File: src/rtl/sd4_operand_loader.sv
// SD4 operand loader: packs (image, weight) beats into 9-element vectors.
// Optional SD4_LOADER_VEC_COUNT_EN adds a 16-bit output handshake counter.
module sd4_operand_loader #(
  parameter int ELEMS = 9,
  parameter int IMG_W = 8,
  parameter int WGT_W = 4,
  parameter int EXP_W = 5
) (
  input  logic                   clk,
  input  logic                   rst,
  input  logic                   clear,
  input  logic                   in_valid,
  output logic                   in_ready,
  input  logic [IMG_W-1:0]       in_image,
  input  logic [WGT_W-1:0]       in_weight,
  input  logic                   cfg_we,
  input  logic [EXP_W-1:0]       cfg_exp_bias,
  output logic                   out_valid,
  input  logic                   out_ready,
  output logic [ELEMS*IMG_W-1:0] out_image,
  output logic [ELEMS*WGT_W-1:0] out_weight,
  output logic [EXP_W-1:0]       out_exp_bias
`ifdef SD4_LOADER_VEC_COUNT_EN
  ,
  output logic [15:0]            vec_count
`endif
);

  localparam int CW = (ELEMS > 1) ? $clog2(ELEMS) : 1;
  localparam logic [CW-1:0] LAST = CW'(ELEMS - 1);

  logic [CW-1:0]          cnt;
  logic [ELEMS*IMG_W-1:0] img_buf;
  logic [ELEMS*WGT_W-1:0] wgt_buf;
  logic [ELEMS*IMG_W-1:0] img_nxt;
  logic [ELEMS*WGT_W-1:0] wgt_nxt;
  logic [EXP_W-1:0]       bias_q;
  logic                   is_last;
  logic                   accept;
  logic                   done;

  assign is_last  = (cnt == LAST);
  // Only the completion beat can collide with an unconsumed vector.
  assign in_ready = !clear && !(is_last && out_valid && !out_ready);
  assign accept   = in_valid && in_ready;
  assign done     = accept && is_last;

  always_comb begin
    img_nxt = img_buf;
    wgt_nxt = wgt_buf;
    img_nxt[cnt*IMG_W +: IMG_W] = in_image;
    wgt_nxt[cnt*WGT_W +: WGT_W] = in_weight;
  end

  always_ff @(posedge clk or negedge rst) begin
    if (!rst) begin
      cnt     <= '0;
      img_buf <= '0;
      wgt_buf <= '0;
    end else if (clear) begin
      cnt     <= '0;
      img_buf <= '0;
      wgt_buf <= '0;
    end else if (accept) begin
      if (is_last) begin
        cnt     <= '0;
        img_buf <= '0;
        wgt_buf <= '0;
      end else begin
        cnt     <= cnt + 1'b1;
        img_buf <= img_nxt;
        wgt_buf <= wgt_nxt;
      end
    end
  end

  always_ff @(posedge clk or negedge rst) begin
    if (!rst) begin
      out_valid    <= 1'b0;
      out_image    <= '0;
      out_weight   <= '0;
      out_exp_bias <= '0;
    end else if (done) begin
      out_valid    <= 1'b1;
      out_image    <= img_nxt;
      out_weight   <= wgt_nxt;
      out_exp_bias <= bias_q;
    end else if (out_ready) begin
      out_valid    <= 1'b0;
    end
  end

  always_ff @(posedge clk or negedge rst) begin
    if (!rst) begin
      bias_q <= '0;
    end else if (cfg_we) begin
      bias_q <= cfg_exp_bias;
    end
  end

`ifdef SD4_LOADER_VEC_COUNT_EN
  logic [15:0] vcnt_q;

  always_ff @(posedge clk or negedge rst) begin
    if (!rst) begin
      vcnt_q <= '0;
    end else if (out_valid && out_ready) begin
      vcnt_q <= vcnt_q + 16'd1;
    end
  end

  assign vec_count = vcnt_q;
`endif

endmodule

File: config.mk
export PLATFORM = sky130hd
export DESIGN_NAME = sd4_operand_loader
export DESIGN_NICKNAME = d
export VERILOG_FILES = /design/src/rtl/sd4_operand_loader.sv
export SDC_FILE = /design/constraint.sdc
export NUM_CORES = 1
export LEC_CHECK = 0
export ABC_CLOCK_PERIOD_IN_PS = 5100
export CORE_ASPECT_RATIO = 0.8
export CORE_MARGIN = 2
export CORE_UTILIZATION = 50
export CTS_BUF_LIST = sky130_fd_sc_hd__clkbuf_8
export CTS_CLUSTER_DIAMETER = 150
export DETAILED_ROUTE_END_ITERATION = 10
export GPL_TIMING_DRIVEN = 0
export PLACE_DENSITY = 0.74
export SLEW_MARGIN = 20
export SYNTH_ARGS = -nofsm -noshare
export SYNTH_HDL_FRONTEND = slang
export SYNTH_SLANG_ARGS = --single-unit
File: constraint.sdc
create_clock -name clk -period 5.1 [get_ports clk]
set_input_delay 0.51 -clock clk [delete_from_list [all_inputs] [get_ports clk]]
set_output_delay 0.51 -clock clk [all_outputs]
set_load 0.02 [all_outputs]
==> run metrics, run 1 <==
Cells after Synth=938; fmax=0.273 GHz; overall global routing resource usage=26.8%; Initial Utilization=50.6%; Seq/Total Area, Yosys=58.2%; Worst Path Arrival=3150 ps; clock slew at reported path FFs=60 ps; Max Clock Skew=14.3 ps; H-tree depth=2; final net count=1,145; wire length per cell=19.8 um; non-filler cells in the finished layout=1,407; CP max FO=10; Die ar.=21,000 um2; r2r setup slk=1710 ps; RSZ-0062 raised after global routing=no; Pwr Total=0.00382 W; Cell Pwr Density=307 nW/um2; Avg Cell Area, Syn=10.6 um2; Antenna Cells=0; peak supply drop=0.000203 V; Final Hold Fails=0; Buffers on Ports=137; largest net degree at the start of global routing=103; Hold Crit Class=input port to async pin; dpl cells=1,341; run status=complete, no violations; clock latency on the worst-skew pair=540 ps; Vias/cell=5.89; fin crit period=3660 ps; Yosys top cell by area=dfrtp_1; Initial DRC Count=725; CTS tree=built; # Post-CTS Setup Buffers=0; most common cell in the netlist=dfrtp_1; Post-DP HPWL=18.9 mm; Synth top area share=58.2%; Placer Congestion=0.927; critical path capture point type=output pin; WHS=442 ps; CP startpoint kind=flop; top_reg_cell synth=dfrtp_1; first-pass GRT wire length=44.0 mm; total grt overflow=0; proportion of layout cells with a drive suffix above 1=9.01%; clk sinks=231; Std-Cell Rows=46; share of flip-flops with an asynchronous set or reset=100%; vias in the first global route=8,048; R2R Path End=out_weight[27]; syn_nets=965; Die X=162 um; Synth-to-Final Area Change=25.3%; post-detailed-route DRC marker count=0; CTS max path bufs=3; CP Class=flop to output pin; max-slew headroom at the worst pin=33.0%; LEAKAGE=5.68 nW; period utilization=71.9%; Core ar.=19,600 um2; RR Startpoint=cnt[0]; Top Ports=138; Die Height=130 um; Mapped Area=9930 um2; WL final=27.8 mm; via count=8,292; Reg area=5780 um2; Layout fillers=1,667; Post-synth top cells=231 x dfrtp_1, 197 x nand2_1, 73 x a22o_1; Required @ worst endpoint=4590 ps; post-synthesis register bit count=231; drt first pass iters=5; final antenna-violating net count=0; Synthesis Warnings=0; Synth area leaders=dfrtp_1 58%, nand2_1 7.4%, a22o_1 6.4%; initial antenna violation count=0; setup violators final=0; area of the multi-input gates=3740 um2; Max Cap Violations=0; Worst Tran Pin Value=991 ps; total CTS buffers=38; number of flops mapped to enable cells by yosys=0; Yosys cell types=47; Max Slew Vio Count=0; CTS Root Cell=clkbuf_8; R2R depth=8; Core Util, Final=63.4%
[cell families after synthesis]
logic type      share of synthesized area, %
compound gates                          18.1
fa+ha+maj                              0.504
xor+xnor                              0.0882
buf+inv                                 4.05
simple gates                            14.6
mux                                     4.40
flops                                   58.2
[area by class of cell]
type / count / area share (%)
clock inverter: 15 / 0.452
tap: 264 / 2.65
buffer: 87 / 3.11
clock buffer: 50 / 5.53
sequential: 231 / 46.5
inverter: 4 / 0.121
multi-input combinational: 616 / 30.1
timing repair buffer: 140 / 11.6
[registers in the layout, summed over array words and instances, names as in the netlist]
| name | cells |
|---|---|
| bias_q | 5 |
| cnt | 4 |
| img_buf | 72 |
| out_exp_bias | 5 |
| out_image | 72 |
| out_valid | 1 |
| out_weight | 36 |
| wgt_buf | 36 |
[where the power goes]
part	internal [W]	switching, W
combinational	0.000115	0.000220
sequential	0.00186	0.0000221
clock	0.000868	0.000729
[critical path, stage by stage (launching register included)]
cell             delay (ps)
dfrtp_1                 470
clkbuf_1                430
inv_1                   160
ha_1                    220
buf_2                   160
and3b_1                 230
a21oi_1                 270
clkdlybuf4s50_1         660
[worst max path at each step]
stage          cells after the start  slack [ps]        endpoint   start
2_1_floorplan                     10        2590     img_buf[64]  cnt[0]
3_3_place_gp                       1       -6070     img_buf[28]     rst
3_5_place_dp                       8        1800  out_weight[27]  cnt[0]
4_1_cts                            7        1440        in_ready  cnt[0]
5_1_grt                            7        1310        in_ready  cnt[0]
6_report                           7        1440        in_ready  cnt[0]
[per-layer routing]
metal / part of all wire [%] / track usage (%) / wire length (um) / vias to the layer above
li1: - / - / - / 3728
met1: 46 / 40.0 / 12700 / 4126
met2: 44 / 40.2 / 12200 / 384
met3: 8.2 / 5.02 / 2270 / 54
met4: 2.3 / 8.46 / 628 / 0
met5: 0 / 0 / 0 / -
[through the flow]
step / setup TNS [ps] / cell area [um2] / setup WS, ps
floorplan: 0 / 9930 / 2590
global placement: -1397690 / 11600 / -6070
detailed placement: 0 / 11700 / 1800
CTS: 0 / 12400 / 1440
global route: 0 / 12400 / 1310
finish: 0 / 12400 / 1440
[placed cells by master, fill, tap and decap left out, types with 2 or more instances in the layout]
master / Yosys / layout
nor4_1: 4 / 4
nor3_2: 2 / 2
a31oi_1: 34 / 34
a22o_1: 73 / 73
ha_1: 4 / 4
nand4_1: 17 / 17
and2_1: 4 / 4
and3_1: 20 / 20
o21ai_0: 46 / 46
dfrtp_1: 231 / 231
a32oi_1: 4 / 4
nor3_1: 5 / 5
o22ai_1: 3 / 3
nand3_1: 16 / 16
a21oi_1: 13 / 13
buf_16: 0 / 2
buf_6: 2 / 2
a21o_1: 2 / 2
inv_1: 4 / 19
clkbuf_1: 51 / 51
o211ai_1: 28 / 28
a221o_1: 14 / 14
mux2i_1: 38 / 38
clkdlybuf4s50_1: 0 / 136
nand2_1: 197 / 197
buf_4: 2 / 2
or2_2: 3 / 3
clkbuf_8: 0 / 50
nor2_1: 43 / 43
nor2_2: 2 / 2
a32o_1: 12 / 12
buf_1: 2 / 2
nand2b_1: 5 / 5
o211a_1: 6 / 6
o21bai_1: 3 / 3
mux2_2: 5 / 5
buf_2: 30 / 30
[timing repair]
action	4_1_cts	5_1_grt
hold endpoints to repair	30	0
gates resized for setup	0	0
hold buffers	1	0
Power figures use the tool's default switching activity.
==> run 2: changes to the inputs <==
--- a/config.mk
+++ b/config.mk
@@ -5,7 +5,7 @@
 export SDC_FILE = /design/constraint.sdc
 export NUM_CORES = 1
 export LEC_CHECK = 0
-export ABC_CLOCK_PERIOD_IN_PS = 5100
+export ABC_CLOCK_PERIOD_IN_PS = 3450
 export CORE_ASPECT_RATIO = 0.8
 export CORE_MARGIN = 2
 export CORE_UTILIZATION = 50
==> constraint.sdc (replaced) <==
create_clock -name clk -period 3.45 [get_ports clk]
set_input_delay 0.345 -clock clk [delete_from_list [all_inputs] [get_ports clk]]
set_output_delay 0.345 -clock clk [all_outputs]
set_load 0.02 [all_outputs]
==> run metrics, run 2 (same netlist as run 1, synthesis figures left out) <==
Die Height=130 um; CP startpoint kind=flop; setup tns final=0 ps; Post-DP HPWL=18.9 mm; drt first pass iters=5; CP peak stage delay=660 ps; Synth-to-Final Area Change=25.4%; Worst Path Arrival=2960 ps; Max Cap Violations=0; WHS=274 ps; Cell Pwr Density=454 nW/um2; area of the multi-input gates=3740 um2; post-detailed-route DRC marker count=0; Layout fillers=1,669; Vias/cell=5.92; most common cell after layout, fill and taps aside=dfrtp_1; CTS tree=built; total CTS buffers=38; Top Family by Delay on Critical Path=buffers and inverters; Top Ports=138; RR Startpoint=cnt[0]; H-tree depth=2; post-route cell area=12,400 um2; overall global routing resource usage=26.9%; r2r setup slk=300 ps; LEAKAGE=5.69 nW; proportion of layout cells with a drive suffix above 1=9.10%; peak supply drop=0.000299 V; Die ar.=21,000 um2; Initial DRC Count=743; CP startpoint=cnt[0]; vias in the first global route=8,053; final net count=1,145; Worst Path Buf+Inv=4; Reg area=5780 um2; Regs by FF count=img_buf x72, out_image x72; Placer Congestion=0.927; crit path max-delay cell type=clkdlybuf4s50_1; Pwr Total=0.00565 W; fin crit period=3310 ps; Std-Cell Rows=46; final antenna-violating net count=0; Core ar.=19,600 um2; via count=8,328; CP Class=flop to output pin; clock slew at reported path FFs=60 ps; Required @ worst endpoint=3110 ps; clock latency on the worst-skew pair=540 ps; initial antenna violation count=0; largest net degree at the start of global routing=103; Antenna Cells=0; Initial Utilization=50.6%; total grt overflow=0; Hold Crit Class=input port to async pin; Buffers on Ports=137; Final Hold Fails=0; Max Clock Skew=15.9 ps; CP max FO=10; run status=complete, no violations; setup violators final=0; WL final=27.8 mm; clk sinks=231; Worst Tran Pin Value=975 ps; CTS max path bufs=3; commonest non-fill, non-tap cells in the layout=231 x dfrtp_1, 197 x nand2_1, 136 x clkdlybuf4s50_1, 73 x a22o_1; RSZ-0062 raised after global routing=no; CTS Root Cell=clkbuf_8; max-slew headroom at the worst pin=34.1%; Max Slew Vio Count=0; CP Cell Sequence=clkbuf_2 > inv_1 > ha_1 > buf_2 > and3b_1 > a21oi_1 > clkdlybuf4s50_1; Placed Area=11,700 um2; wire length per cell=19.8 um; critical path capture point type=output pin; period utilization=95.8%; Die X=162 um; fmax=0.303 GHz; first-pass GRT wire length=44.0 mm
[run 2: repair_timing]
| action | CTS | global route |
|---|---|---|
| resized for setup | 1 | 0 |
| hold buffers | 1 | 0 |
| hold endpoints to repair | 30 | 0 |
| setup endpoints to repair | 1 | 0 |
| buffers inserted | 0 | 0 |
[run 2: metal layers]
| layer | routed length (um) | track usage, % | share of wire, % | vias up |
|---|---|---|---|---|
| met3 | 2420 | 5.02 | 8.7 | 58 |
| met4 | 651 | 8.46 | 2.3 | 0 |
| met2 | 12200 | 40.2 | 44 | 405 |
| li1 | - | - | - | 3739 |
| met1 | 12500 | 40.0 | 45 | 4126 |
| met5 | 0 | 0 | 0 | - |
[run 2: final cells by class]
type                       count  share of cell area [%]
inverter                       4                   0.121
tap                          264                    2.65
clock inverter                15                   0.452
clock buffer                  50                    5.53
buffer                        87                    3.12
timing repair buffer         140                    11.6
sequential                   231                    46.5
multi-input combinational    616                    30.1
[run 2: worst register-to-register path, delay by kind of cell, from the launching register on]
family | cells | cell delay [ps]
compound gates | 2 | 280
fa+ha+maj | 1 | 320
buf+inv | 3 | 810
flops | 1 | 480
simple gates | 2 | 1170
[run 2: where the power goes]
group | total [W] | internal (W) | switching [W] | leakage (nW)
logic | 0.000495 | 0.000171 | 0.000325 | 2.08
clock network | 0.00236 | 0.00128 | 0.00108 | 0.439
registers | 0.00279 | 0.00276 | 0.0000328 | 3.17
total | 0.00565 | 0.00421 | 0.00144 | 5.69
[run 2: path summary, 6_finish.rpt]
check	to	depth (start not counted)
min reg2reg	out_exp_bias[4]	2
min	out_exp_bias[4]	2
max	in_ready	7
min in group clk	bias_q[1]	2
max in group asynchronous	out_weight[3]	3
max reg2reg	out_weight[25]	8
[run 2: stage by stage]
stage	util, %	cells	setup slack, ps
4_1_cts	63.4	1407	164
3_3_place_gp	59.3	1339	-7550
6_report	63.4	1407	144
2_1_floorplan	-	938	938
5_1_grt	63.4	1407	34.9
3_5_place_dp	59.6	1341	153
